File: config.mk
export PLATFORM = sky130hd
export DESIGN_NAME = delay_gen_multi
export DESIGN_NICKNAME = d
export VERILOG_FILES = /design/src/rtl/delay_gen_multi.sv
export SDC_FILE = /design/constraint.sdc
export NUM_CORES = 1
export LEC_CHECK = 0
export ABC_AREA = 1
export BUFFER_PORTS_ARGS = -buffer_cell sky130_fd_sc_hd__buf_4
export CORE_UTILIZATION = 40
export DETAILED_ROUTE_END_ITERATION = 12
export PLACE_DENSITY = 0.57
export SYNTH_ARGS = -nofsm -noshare
export SYNTH_HDL_FRONTEND = slang
export SYNTH_SLANG_ARGS = --single-unit
File: constraint.sdc
create_clock -name clk -period 2.35 [get_ports clk]
set_input_delay 0.3525 -clock clk [delete_from_list [all_inputs] [get_ports clk]]
set_output_delay 0.3525 -clock clk [all_outputs]
set_load 0.03 [all_outputs]
File: src/rtl/delay_gen_multi.sv
`default_nettype none
// ============================================================================
//  Module   : delay_gen_multi
//  Purpose  : Multi-channel programmable event-delay generator. Each channel
//             detects a rising edge on its trigger, waits a programmable
//             number of clk cycles (coarse delay), then emits a one-cycle
//             fire pulse. It also presents a held fine-delay tap select for
//             an external delay-line tap mux.
//  Ports    : clk          - single clock, rising edge
//             rst_n        - asynchronous active-low reset
//             i_ext_sgn    - per-channel trigger level (synchronous to clk)
//             i_cfg_wr     - one-cycle config write strobe
//             i_cfg_ch     - channel targeted by the write
//             i_cfg_data   - {mode, coarse, fine}
//             i_ovr_clr    - per-channel one-cycle clear of o_ovr
//             o_out_sgn    - per-channel one-cycle fire pulse
//             o_fine_sel   - per-channel tap select, ch i at [i*FINE_W +: FINE_W]
//             o_busy       - channel is counting or firing
//             o_ovr        - sticky overrun (trigger arrived while busy)
//  Revision : 1.0 - initial release
// ============================================================================
module delay_gen_multi #(
  parameter int NCH      = 4,
  parameter int COARSE_W = 8,
  parameter int FINE_W   = 5,
  parameter int CH_W     = 2
) (
  input  logic                       clk,
  input  logic                       rst_n,
  input  logic [NCH-1:0]             i_ext_sgn,
  input  logic                       i_cfg_wr,
  input  logic [CH_W-1:0]            i_cfg_ch,
  input  logic [COARSE_W+FINE_W:0]   i_cfg_data,
  input  logic [NCH-1:0]             i_ovr_clr,
  output logic [NCH-1:0]             o_out_sgn,
  output logic [NCH*FINE_W-1:0]      o_fine_sel,
  output logic [NCH-1:0]             o_busy,
  output logic [NCH-1:0]             o_ovr
);

  localparam logic [1:0] S_IDLE  = 2'd0;
  localparam logic [1:0] S_COUNT = 2'd1;
  localparam logic [1:0] S_FIRE  = 2'd2;

  // Field split of the config word
  logic                w_cfg_mode;
  logic [COARSE_W-1:0] w_cfg_coarse;
  logic [FINE_W-1:0]   w_cfg_fine;

  assign w_cfg_mode   = i_cfg_data[COARSE_W+FINE_W];
  assign w_cfg_coarse = i_cfg_data[FINE_W +: COARSE_W];
  assign w_cfg_fine   = i_cfg_data[0 +: FINE_W];

  // History resets to all ones so a trigger already high when reset is
  // released is not mistaken for a rising edge.
  logic [NCH-1:0] r_ext_d;
  logic [NCH-1:0] w_trig;

  always_ff @(posedge clk or negedge rst_n) begin
    if (!rst_n) r_ext_d <= '1;
    else        r_ext_d <= i_ext_sgn;
  end

  assign w_trig = i_ext_sgn & ~r_ext_d;

  genvar i;
  generate
    for (i = 0; i < NCH; i++) begin : g_ch
      logic                r_mode;
      logic [COARSE_W-1:0] r_coarse;
      logic [FINE_W-1:0]   r_fine;
      logic                w_wr_hit;

      logic [1:0]          r_state;
      logic [1:0]          w_state_nxt;
      logic [COARSE_W-1:0] r_cnt;
      logic [FINE_W-1:0]   r_fine_pend;
      logic [FINE_W-1:0]   r_fine_sel;
      logic                r_ovr;
      logic                w_accept;
      logic                w_overrun;
      logic                w_fire;
      logic                w_busy;

      // Out-of-range channel numbers match no channel and are dropped.
      assign w_wr_hit = i_cfg_wr && (i_cfg_ch == CH_W'(i));

      always_ff @(posedge clk or negedge rst_n) begin
        if (!rst_n) begin
          r_mode   <= 1'b0;
          r_coarse <= '0;
          r_fine   <= '0;
        end else if (w_wr_hit) begin
          r_mode   <= w_cfg_mode;
          r_coarse <= w_cfg_coarse;
          r_fine   <= w_cfg_fine;
        end
      end

      // Acceptance / overrun decode. A trigger while busy always flags an
      // overrun; in restart mode it is also accepted as a fresh event.
      always_comb begin
        w_accept  = 1'b0;
        w_overrun = 1'b0;
        if (w_trig[i]) begin
          if (r_state == S_IDLE) begin
            w_accept = 1'b1;
          end else begin
            w_overrun = 1'b1;
            w_accept  = r_mode;
          end
        end
      end

      // State register
      always_ff @(posedge clk or negedge rst_n) begin
        if (!rst_n) r_state <= S_IDLE;
        else        r_state <= w_state_nxt;
      end

      // Next-state logic
      always_comb begin
        w_state_nxt = r_state;
        if (w_accept) begin
          w_state_nxt = (r_coarse == '0) ? S_FIRE : S_COUNT;
        end else begin
          case (r_state)
            S_IDLE:  w_state_nxt = S_IDLE;
            S_COUNT: if (r_cnt == COARSE_W'(1)) w_state_nxt = S_FIRE;
            S_FIRE:  w_state_nxt = S_IDLE;
            default: w_state_nxt = S_IDLE;
          endcase
        end
      end

      // Output decode
      always_comb begin
        w_fire = (r_state == S_FIRE);
        w_busy = (r_state != S_IDLE);
      end

      // Counter, pending fine value, held tap select and sticky overrun.
      // The tap select loads on every edge that enters FIRE; an acceptance
      // with coarse==0 goes straight to FIRE, so it takes fine from config.
      always_ff @(posedge clk or negedge rst_n) begin
        if (!rst_n) begin
          r_cnt       <= '0;
          r_fine_pend <= '0;
          r_fine_sel  <= '0;
          r_ovr       <= 1'b0;
        end else begin
          if (w_accept) begin
            r_cnt       <= r_coarse;
            r_fine_pend <= r_fine;
          end else if (r_state == S_COUNT) begin
            r_cnt <= r_cnt - COARSE_W'(1);
          end

          if (w_state_nxt == S_FIRE) begin
            r_fine_sel <= w_accept ? r_fine : r_fine_pend;
          end

          // Set has priority over a same-cycle clear
          if (w_overrun)         r_ovr <= 1'b1;
          else if (i_ovr_clr[i]) r_ovr <= 1'b0;
        end
      end

      assign o_out_sgn[i]                  = w_fire;
      assign o_busy[i]                     = w_busy;
      assign o_ovr[i]                      = r_ovr;
      assign o_fine_sel[i*FINE_W +: FINE_W] = r_fine_sel;
    end
  endgenerate

endmodule
`default_nettype wire

==> flow_summary_export.csv <==
group,metric,value,unit
run_status,status,"complete, no violations",
setup_path,startpoint_type,"register",
die,dieArea,0.01748,mm2
route,viasPerCell,4.633,
synth,ys_warn_count,0,
sta,hold_violations,0,
synth,async_reset_ff_share,100.0,%
route,dr_total_vias,5041,
sta,rsz0062_at_grt,"no",
power,finalPower,9.463,mW
power,power.leakage,4.128,nW
setup_path,reg2reg_to,"g_ch[3].r_fine_sel[0]",
hold_path,hold_class,"primary input to register",
synth,avgSynthCellArea,8.478,um2
grt,grt_first_pass_wirelength,24760,um
setup_path,crit_arrival,1.21,ns
placement,placed_area,0.007352,mm2
hold_path,holdPathStages,1,
setup_path,worstPathRequired,2.00,ns
die,fp-row-count,47,
synth,synthCells,800,
clock_network,h-tree-depth,4,
placement,pre_cts_ws,0.7369,ns
synth,seq_area_frac_synth,53.20,%
route,totalWireLength,14410,um
synth,ys_dominant_reg_cell,"dfrtp_1",
die,core,0.01658,mm2
final_layout,nNetsFinal,890,
final_layout,layout-drive-gt1-share,15.90,%
grt,track_usage,17.98,%
clock_network,cts_root_buf,"clkbuf_16",
setup_path,end_kind,"output pin",
die,die_w,132.2,um
sta,max_freq,638.4,MHz
sta,relSlewSlack,70.22,%
placement,dp_hpwl,10440,um
final_layout,antennaDiodeCount,0,
route,drtPass1Iterations,4,
grt,grt-ovfl-total,0,
grt,grt_start_max_net_pins,58,
power,peakVddDrop,0.5523,mV
clock_network,numCtsBuffers,17,
die,top_level_ports,59,
clock_network,cts_max_path_buffers,2,
clock_network,clk_pin_slew,0.06,ns
route,post_drt_wl_per_cell,13.24,um
die,start_util,40.90,%
synth,synth.cell_area,0.006783,mm2
setup_path,rr_startpoint,"g_ch[3].r_state[1]",
route,drt_iter0_markers,236,
synth,synth_cell_types,28,
grt,grt_pass1_vias,5033,
route,route.detailed.drc,0,
sta,slew_viol_final,0,
placement,portBuffers,58,
flow_run,cap_violations,0,
sta,timing.final.crit_period,1.566,ns
synth,synth_nets,835,
placement,gp_congestion,0.8043,
grt,antenna_found_initial,0,
clock_network,insertion_delay,0.42,ns
hold_path,min_from,"i_ext_sgn[2]",
synth,synth_edf_count,0,
power,power_density,1187,mW/mm2
sta,finalCritPeriodShare,66.66,%
final_layout,fillerInstances,1633,
synth,synth_seq_cells,144,
sta,fin_skew,0.007413,ns
setup_path,cp_max_fo,4,
setup_path,r2r_slack,0.81,ns
final_layout,area_growth,17.58,%
setup_path,critPathKind,"register to output pin",
final_layout,final_cell_area,0.007975,mm2
setup_path,reg2reg_depth,9,
clock_network,cts_sinks,144,
hold_path,hold_end,"r_ext_d[2]",
route,ant_nets,0,
clock_network,ctsResizeCount,0,
die,die_h,132.2,um
sta,setup_viol,0,
sta,fin_tns_setup,0,ns
sta,worst_slack,0.7835,ns
sta,worst_pin_slew,0.4462,ns
clock_network,tritoncts,"built",
Yosys cell counts (4+ instances only):
| cell | number | area [um2] |
|---|---|---|
| ha_1 | 8 | 100.1 |
| xor2_1 | 15 | 131.4 |
| nand2_4 | 10 | 112.6 |
| dfrtp_1 | 140 | 3503 |
| dfstp_2 | 4 | 105.1 |
| nand4_1 | 11 | 68.82 |
| inv_2 | 8 | 30.03 |
| nand2_2 | 10 | 62.56 |
| o21ai_0 | 67 | 335.3 |
| clkbuf_1 | 5 | 18.77 |
| inv_1 | 94 | 352.8 |
| o211ai_1 | 16 | 120.1 |
| nor2_1 | 52 | 195.2 |
| buf_4 | 14 | 105.1 |
| nand2_1 | 267 | 1002 |
| nand3_2 | 6 | 60.06 |
| nand3_1 | 50 | 250.2 |
worst max-delay path, stage by stage, from the launching register on:
cell	delay, ns
dfrtp_1	0.36
inv_1	0.15
nand2_4	0.11
buf_4	0.18
what timing repair did:
item / 4_1_cts / 5_1_grt
hold buffers: 1 / 0
hold endpoints to repair: 30 / 0
setup buffers: 0 / 0
metrics by stage:
| step | hold WS, ns | std cells | utilization, % |
|---|---|---|---|
| floorplan | 0.05691 | 800 | - |
| global placement | 0.2756 | 1055 | 44.33 |
| detailed placement | 0.2726 | 1055 | 44.33 |
| CTS | 0.02859 | 1088 | 48.09 |
| global route | 0.02343 | 1088 | 48.09 |
| finish | 0.04685 | 1088 | 48.09 |
report_power, final:
group	internal (mW)	switching, mW	total [mW]	leakage [nW]
registers	3.20	0.476	3.67	1.82
logic	1.09	1.91	3.00	2.02
clock network	1.73	1.06	2.79	0.289
total	6.02	3.44	9.46	4.13
kinds of logic (layout without fill, tap and decap cells):
family	count (synthesis)	in the layout	share of synthesized area, %
xor+xnor	18	18	2.324
compound gates	89	89	7.526
buf+inv	128	196	8.485
flops	144	144	53.20
simple gates	413	413	26.99
fa+ha+maj	8	8	1.476
layer usage:
layer	part of all wire (%)	track usage [%]	wire length, um	up-vias
met2	46	28.42	6664	60
met5	0	0	0	-
met1	50	24.65	7188	2347
met3	2.6	3.960	373	18
met4	1.3	5.683	184	0
li1	-	-	-	2616
how the worst max path moves through the flow:
stage	startpoint	end	slack, ns	cells after the start
after detailed placement	i_ext_sgn[3]	g_ch[3].r_fine_sel[2]	0.74	9
after CTS	g_ch[2].r_state[1]	o_busy[2]	0.75	3
final	g_ch[2].r_state[1]	o_busy[2]	0.78	3
after global routing	g_ch[3].r_state[1]	g_ch[3].r_fine_sel[0]	0.65	9
after floorplan	r_ext_d[1]	g_ch[1].r_fine_sel[0]	1.04	9
after global placement	i_ext_sgn[3]	g_ch[3].r_fine_sel[4]	0.78	9
flip-flops by register name, summed over array words and instances, names as in the netlist:
name and flops:
g_ch.r_mode 4, g_ch.r_fine_pend 20, r_ext_d 4, g_ch.r_ovr 4, g_ch.r_fine 20, g_ch.r_coarse 32
g_ch.r_state 8, g_ch.r_cnt 32, g_ch.r_fine_sel 20
placed cells by master (no fill, tap or decap), drive strengths merged:
cell type	instances
nand3	58
dfstp	4
o21ai	67
clkinvlp	4
o211ai	16
dfrtp	140
buf	61
o22ai	2
inv	105
clkinv	2
dlygate4sd3	1
nand4	11
a21oi	4
bufinv	3
nand2	288
clkbuf	20
xor2	15
ha	8
nor3	1
nor2	55
xnor2	3
area by class of cell:
class	instances	area [um2]	area share, %
inverters	102	382.9	4.801
clock inverters	12	156.4	1.961
well taps	220	275.3	3.452
clock buffers	20	456.7	5.726
repair buffers	62	496.7	6.228
flip-flops and latches	144	3608	45.25
multi-input cells	528	2599	32.59
(Power assumes the default switching activity.)
